===== src/rtl/tcdm_bank_req_buffer.sv =====
// Request buffer between the TCDM interconnect and one SRAM bank: a small FIFO absorbs
// bank grant stalls, and a one-stage response pipe aligns r_valid with the bank's read data.
module tcdm_bank_req_buffer #(
    parameter int BANK_SIZE  = 256,
    parameter int DATA_WIDTH = 32,
    parameter int FIFO_DEPTH = 2,
    localparam int ADDR_W    = $clog2(BANK_SIZE),
    localparam int BE_W      = DATA_WIDTH / 8
) (
    input  logic                  clk_i,
    input  logic                  rst_i,
    input  logic                  req_i,
    input  logic [ADDR_W-1:0]     add_i,
    input  logic                  wen_i,
    input  logic [DATA_WIDTH-1:0] wdata_i,
    input  logic [BE_W-1:0]       be_i,
    output logic                  gnt_o,
    output logic                  r_valid_o,
    output logic [DATA_WIDTH-1:0] r_rdata_o,
    output logic                  bank_req_o,
    output logic [ADDR_W-1:0]     bank_add_o,
    output logic                  bank_wen_o,
    output logic [DATA_WIDTH-1:0] bank_wdata_o,
    output logic [BE_W-1:0]       bank_be_o,
    input  logic                  bank_gnt_i,
    input  logic [DATA_WIDTH-1:0] bank_rdata_i,
    output logic                  busy_o
);

    localparam int PTR_W   = $clog2(FIFO_DEPTH);
    localparam int CNT_W   = PTR_W + 1;
    localparam int ENTRY_W = ADDR_W + 1 + DATA_WIDTH + BE_W;

    logic [ENTRY_W-1:0]    r_mem [FIFO_DEPTH];
    logic [PTR_W-1:0]      r_wr_ptr;
    logic [PTR_W-1:0]      r_rd_ptr;
    logic [CNT_W-1:0]      r_count;
    logic                  r_resp_v;
    logic                  r_resp_rd;

    logic                  w_push;
    logic                  w_pop;
    logic                  w_not_empty;
    logic [ENTRY_W-1:0]    w_head;
    logic [ADDR_W-1:0]     w_head_add;
    logic                  w_head_wen;
    logic [DATA_WIDTH-1:0] w_head_wdata;
    logic [BE_W-1:0]       w_head_be;

    // Full blocks the grant even when the head pops this cycle: no pass-through path.
    assign gnt_o       = (r_count != CNT_W'(FIFO_DEPTH));
    assign w_not_empty = (r_count != '0);
    assign w_push      = req_i & gnt_o;
    assign w_pop       = w_not_empty & bank_gnt_i;

    assign w_head = r_mem[r_rd_ptr];
    assign {w_head_add, w_head_wen, w_head_wdata, w_head_be} = w_head;

    // Storage is not reset, so the bank fields are gated to zero while the FIFO is empty.
    assign bank_req_o   = w_not_empty;
    assign bank_add_o   = w_not_empty ? w_head_add   : '0;
    assign bank_wen_o   = w_not_empty ? w_head_wen   : 1'b0;
    assign bank_wdata_o = w_not_empty ? w_head_wdata : '0;
    assign bank_be_o    = w_not_empty ? w_head_be    : '0;

    assign r_valid_o = r_resp_v;
    assign r_rdata_o = r_resp_rd ? bank_rdata_i : '0;
    assign busy_o    = w_not_empty | r_resp_v;

    always_ff @(posedge clk_i) begin
        if (w_push) begin
            r_mem[r_wr_ptr] <= {add_i, wen_i, wdata_i, be_i};
        end
    end

    always_ff @(posedge clk_i or posedge rst_i) begin
        if (rst_i) begin
            r_wr_ptr  <= '0;
            r_rd_ptr  <= '0;
            r_count   <= '0;
            r_resp_v  <= 1'b0;
            r_resp_rd <= 1'b0;
        end else begin
            if (w_push) begin
                r_wr_ptr <= r_wr_ptr + PTR_W'(1);
            end
            if (w_pop) begin
                r_rd_ptr <= r_rd_ptr + PTR_W'(1);
            end
            if (w_push && !w_pop) begin
                r_count <= r_count + CNT_W'(1);
            end else if (w_pop && !w_push) begin
                r_count <= r_count - CNT_W'(1);
            end
            r_resp_v  <= w_pop;
            r_resp_rd <= w_pop & w_head_wen;
        end
    end

endmodule


===== config.mk =====
export PLATFORM = sky130hd
export DESIGN_NAME = tcdm_bank_req_buffer
export DESIGN_NICKNAME = d
export VERILOG_FILES = /design/src/rtl/tcdm_bank_req_buffer.sv
export SDC_FILE = /design/constraint.sdc
export NUM_CORES = 1
export LEC_CHECK = 0
export BUFFER_PORTS_ARGS = -buffer_cell sky130_fd_sc_hd__buf_2
export CAP_MARGIN = 20
export CORE_MARGIN = 5
export CORE_UTILIZATION = 39
export CTS_BUF_LIST = sky130_fd_sc_hd__clkbuf_8
export DETAILED_ROUTE_END_ITERATION = 16
export PLACE_DENSITY_LB_ADDON = 0.3
export SYNTH_ARGS = -nofsm -noshare
export SYNTH_HDL_FRONTEND = slang
export SYNTH_SLANG_ARGS = --single-unit
export TNS_END_PERCENT = 1

===== constraint.sdc =====
create_clock -name clk_i -period 4.05 [get_ports clk_i]
set_input_delay 0.2025 -clock clk_i [delete_from_list [all_inputs] [get_ports clk_i]]
set_output_delay 0.2025 -clock clk_i [all_outputs]
set_load 0.01 [all_outputs]

==> impl_results.md, run 1 <==
- Run status: complete, no violations
- Register area: 0.00285 mm2
- Setup_tns: 0 ns
- Setup Skew: 0.00932 ns
- Diode count: 0
- Area of the multi-input gates: 936 um2
- Vias post-DR: 2477
- GRT Resource Usage Total: 13.3%
- Leakage Power: 0.00225 uW
- Cell area after synthesis: 0.00388 mm2
- Worst R2R Path Depth: 4
- Root buf cell: clkbuf_8
- Syn_area_per_cell: 15.6 um2
- Synth warn: 0
- Critical path required time: 3.85 ns
- WL met1: 3020 um
- Switching Fraction: 35.2%
- MaxCap Viol Count: 0
- Netlist cell types: 20
- Chip width: 110 um
- Die H: 110 um
- Most frequent cells in the layout: buf_2 (161), edfxtp_1 (90), nor2_1 (47)
- IO Pins: 162
- Slew Viols, Final: 0
- Clock share of power: 16.8%
- Cells after synthesis: 249
- CP endpoint: bank_add_o[7]
- Slew margin rel.: 37.7%
- RSZ-0062 raised after global routing: no
- Site Rows: 36
- Post-CTS setup repair buffer count: 0
- FF-to-FF End: r_mem[0][27]
- Commonest non-fill, non-tap cell in the layout: buf_2
- CP arrival: 2.23 ns
- Setup CP Type: register to output pin
- Final wirelength: 8190 um
- CTS tree: built
- Power Density: 674 mW/mm2
- H-tree depth: 3
- FF+latch count, synth: 96
- Nets@finish: 496
- Cell taking the most area after synthesis: edfxtp_1
- Share of cells above drive strength 1: 43.9%
- Comb pwr share: 38.2%
- Crit path time final: 2.43 ns
- Reg power frac: 45.0%
- Fill cells: 822
- Dpl hpwl: 5830 um
- Wirelength per Cell: 14.9 um
- RD Place Congestion: 0.734
- Startpoint Class: register
- Starting density of the core: 39.9%
- Core area: 0.00973 mm2
- Worst-Skew Late Latency: 0.35 ns
- Met3 wire length: 1090 um
- Final hold vios: 0
- Reg clk slew, reported paths: 0.09 ns
- CTS Buf Count: 9
- Via density: 4.50
- Clock buffer depth: 2
- Overflow left after global routing: 0
- Largest net degree at the start of global routing: 46
- PnR Total Power: 3380 uW
- Clock sink total: 96
- Worst slew pin tran: 0.935 ns
- Net Count, Synth: 331
- Vias in the first global route: 2488
- Die ar.: 0.0120 mm2
- Quantity of I/O buffers inserted on ports: 161
- Crit end category: output pin
- Initial antenna violation count: 0
- Setup Viol. Count Final: 0
- First-pass DRT Iterations: 4
- Syn-to-layout area delta: 29.3%
- R2R setup slack: 1.85 ns
- Worst-path maximum fanout: 31
- Period utilization: 60.0%
- Psw: 1190 uW
- Register area share after synthesis: 73.5%
- DR iter-0 viols: 88
- R2r startpoint: r_count[0]
- ANT nets after route: 0
- Crit path launch: r_rd_ptr
- Share of the synthesized area in the top cell type: 69.7%
- Highest Signal Layer: met4
- DR WL met2: 4000 um
- Max VDD drop: 0.000351 V
- Max Fclk: 411 MHz
- First-pass GRT wire length: 11800 um
- Synth top area cells: edfxtp_1 (70%), mux2i_1 (12%), and2_1 (5.2%)
- DRC viols: 0
- Hold WC Path Type: primary input to register
- Internal Power: 2190 uW
## metrics by stage
| stage | hold WS (ns) | cells | cell area, um2 | worst slack [ns] | utilization, % |
|---|---|---|---|---|---|
| global placement | 0.145 | 534 | 4800 | 1.88 | 49.3 |
| finish | 0.0418 | 550 | 5010 | 1.62 | 51.5 |
| global route | 0.0115 | 550 | 5010 | 1.46 | 51.5 |
| CTS | 0.0244 | 549 | 4990 | 1.55 | 51.2 |
| detailed placement | 0.147 | 534 | 4800 | 1.82 | 49.3 |
| floorplan | -0.00654 | 249 | 3880 | 0.940 | - |
## worst max-delay path, cell delays in order, from the launching register on
cell and delay (ns):
dfrtp_2 0.99, buf_4 0.43, mux2i_1 0.24, nor2_1 0.06, buf_2 0.15
## sequential cells by signal, summed over array words and instances (netlist names)
signal	flops
r_count	2
r_mem	90
r_rd_ptr	1
r_resp_rd	1
r_valid_o	1
r_wr_ptr	1
## area by class of cell
type	instances	share of cell area, %
Clock buffer	9	2.47
Clock inverter	5	1.05
Inverter	4	0.299
Multi-Input combinational cell	137	18.7
Sequential cell	96	56.9
Tap cell	133	3.32
Timing Repair Buffer	166	17.3
## synthesized netlist by cell type
master and count:
nand2_2 1, inv_2 1, nand2_1 1, buf_2 4, xor2_1 2, mux2i_1 45, dfrtp_1 6, clkbuf_1 3
nand2b_1 1, edfxtp_1 90, nor2_4 1, and2_1 32, ha_1 1, buf_6 4, and3_1 1, inv_1 3
xnor2_1 3, or3_1 1, buf_4 1, nor2_1 48
## power groups by stage
stage	Clock (uW)	Sequential [uW]	Combinational, uW
floorplan	0	1450	896
global placement	0	1540	1300
detailed placement	0	1550	1300
CTS	584	1530	1310
global route	629	1550	1450
finish	567	1520	1290
## cell families (layout without fill, tap and decap cells)
group / after synthesis / in the layout / share of synthesized area, %
mux: 45 / 45 / 11.6
xor+xnor: 5 / 5 / 1.13
flops: 96 / 96 / 73.5
buf+inv: 16 / 184 / 2.55
fa+ha+maj: 1 / 1 / 0.323
simple gates: 86 / 86 / 10.8
## timing repair
action / in CTS / in global routing
endpoints found under the hold margin: 6 / 0
gates resized for setup: 0 / 0
endpoints found under the setup margin: 0 / 0
hold buffers: 1 / 0
## metal layers
layer / vias up / global-route usage [%]
li1: 1205 / -
met4: 0 / 3.47
met2: 133 / 24.1
met1: 1131 / 13.8
met5: - / 0
met3: 8 / 6.11
## worst min path at each step
stage,startpoint,endpoint,cells after the start
finish,wdata_i[3],r_mem[1][7],1
global route,add_i[6],r_mem[0][43],1
CTS,wdata_i[12],r_mem[1][16],1
detailed placement,rst_i,r_valid_o,2
global placement,rst_i,r_resp_rd,2
floorplan,rst_i,r_count[0],1
No activity file was read; power rests on OpenSTA's default activity.
==> run 2, diff against run 1 <==
- clock period: 4.05 -> 2.3 ns (I/O delays scaled with it)
==> impl_results.md, run 2 (same netlist as run 1, synthesis figures left out) <==
- Area of the multi-input gates: 936 um2 (unchanged)
- Setup Skew: 0.0111 ns (+0.00177 ns)
- Most frequent cells in the layout: buf_2 (161), edfxtp_1 (90), nor2_1 (47)
- Worst slew pin tran: 0.597 ns (-0.338 ns)
- MaxCap Viol Count: 0 (unchanged)
- Register area: 0.00285 mm2 (unchanged)
- Slew Viols, Final: 0 (unchanged)
- Crit path time final: 1.92 ns
- Setup_tns: 0 ns (unchanged)
- Post-CTS setup repair buffer count: 0 (unchanged)
- DRC viols: 0 (unchanged)
- First-pass DRT Iterations: 4 (unchanged)
- Setup Viol. Count Final: 0 (unchanged)
- Worst-Skew Late Latency: 0.35 ns (about the same)
- GRT Resource Usage Total: 14.3% (+1.1 points)
- First-pass GRT wire length: 13000 um (+10%)
- CTS Buf Count: 9 (unchanged)
- Leakage Power: 0.00247 uW (+9.9%)
- Largest net degree at the start of global routing: 46 (unchanged)
- Chip width: 110 um (unchanged)
- Commonest non-fill, non-tap cell in the layout: buf_2
- Top reg by flops: r_mem
- Nets@finish: 544 (+9.7%)
- DR iter-0 viols: 127 (+44%)
- Worst path cell trace: buf_4, mux2i_1, nor2_1, buf_2
- H-tree depth: 3 (unchanged)
- RSZ-0062 raised after global routing: no
- Max Fclk: 521 MHz
- Syn-to-layout area delta: 42.6%
- Diode count: 0 (unchanged)
- Critical path required time: 2.18 ns (-1.67 ns)
- Initial antenna violation count: 0 (unchanged)
- Root buf cell: clkbuf_8
- Slew margin rel.: 60.2% (+23 points)
- R2R setup slack: 0.66 ns (-1.19 ns)
- Reg clk slew, reported paths: 0.09 ns (about the same)
- Fill cells: 799 (-2.8%)
- Vias in the first global route: 2749 (+10%)
- Overflow left after global routing: 0 (unchanged)
- Dpl hpwl: 5830 um (about the same)
- Via density: 4.51 (about the same)
- Biggest regs: r_mem x90, r_count x2
- Critical path buffers and inverters: 2 (unchanged)
- Wirelength per Cell: 14.5 um (-3.0%)
- Die H: 110 um (unchanged)
- ANT nets after route: 0 (unchanged)
- Period utilization: 83.4%
- Max VDD drop: 0.000697 V (+99%)
- Post-CTS Resized: 0 (unchanged)
- Starting density of the core: 39.9% (unchanged)
- Startpoint Class: register
- # hold bufs at CTS: 46 (+45)
- Delay-heaviest family, CP: flip-flops
- Share of cells above drive strength 1: 40.5% (-3.4 points)
- Biggest cell delay along the critical path: 0.67 ns (-0.32 ns)
- Setup CP Type: register to output pin
- Final setup margin: 0.381 ns (-1.24 ns)
- Core area: 0.00973 mm2 (unchanged)
- CTS tree: built
- CP arrival: 1.80 ns (-0.43 ns)
- Site Rows: 36 (unchanged)
- Post-place setup slack: 0.632 ns (-1.18 ns)
- Vias post-DR: 2704 (+9.2%)
- Worst-path maximum fanout: 15 (-52%)
- Slowest stage cell, crit path: dfrtp_2
- Quantity of I/O buffers inserted on ports: 161 (unchanged)
- Die ar.: 0.0120 mm2 (unchanged)
- IO Pins: 162 (unchanged)
- Hold WC Path Type: primary input to register
- Final wirelength: 8670 um (+5.9%)
- Final hold vios: 0 (unchanged)
- Number of flip-flops in the largest register: 90 (unchanged)
- RD Place Congestion: 0.701 (-4.6%)
- Clock buffer depth: 2 (unchanged)
- Run status: complete, no violations
- Power Density: 1130 mW/mm2 (+67%)
- Crit end category: output pin
- Clock sink total: 96 (unchanged)
==> run 2: changes by cell type in the layout (fill, tap and decap cells not counted) <==
cell / change
buf_12: +2
buf_16: -1
buf_4: +2
bufinv_16: +1
clkinv_1: +1
clkinv_2: +1
clkinvlp_4: -1
dlygate4sd3_1: +45
inv_1: -2
inv_6: +2
==> run 2: worst reg2reg max path: stages, from the launching register on <==
cell	delay (ns)
dfrtp_1	0.48
nand2b_1	0.21
nand2_1	0.16
nor2_4	0.12
buf_4	0.33
==> run 2: metrics by stage <==
step           power (uW)  hold slack, ns  area, um2  utilization [%]  instances
6_report             6240          0.0283       5530             56.9        600
2_1_floorplan        4120         -0.0940       3890                -        249
4_1_cts              6360          0.0141       5530             56.9        600
3_5_place_dp         5100          0.0410       4850             49.9        538
5_1_grt              6670          0.0130       5530             56.9        600
3_3_place_gp         5070          0.0410       4850             49.9        538
==> run 2: path summary, 6_finish.rpt <==
kind / startpoint / end / cells past startpoint
max: r_rd_ptr / bank_wdata_o[14] / 4
min: bank_gnt_i / r_valid_o / 3
max reg2reg: r_count[0] / r_mem[0][1] / 4
min reg2reg: r_wr_ptr / r_wr_ptr / 1
max in group asynchronous: rst_i / r_rd_ptr / 3
min in group asynchronous: rst_i / r_resp_rd / 3
==> run 2: where the power goes <==
| group | switching, uW | internal [uW] |
|---|---|---|
| Combinational | 1370 | 1070 |
| Clock | 575 | 615 |
| Sequential | 225 | 2390 |
| Total | 2170 | 4070 |
==> run 2: final cells by class <==
type                            instances  share of cell area, %
Sequential cell                        96                   51.6
Timing Repair Buffer                  214                   24.3
Multi-Input combinational cell        137                   16.9
Tap cell                              133                   3.01
Clock buffer                            9                   2.24
Clock inverter                          7                   1.70
Inverter                                4                  0.271
==> run 2: routing by layer <==
layer | global-route usage (%) | vias to the layer above | part of all wire [%]
met5 | 0 | - | 0
met4 | 5.08 | 0 | 1.2
met3 | 3.99 | 9 | 9.5
met2 | 26.6 | 128 | 50
met1 | 15.6 | 1264 | 39
li1 | - | 1303 | -
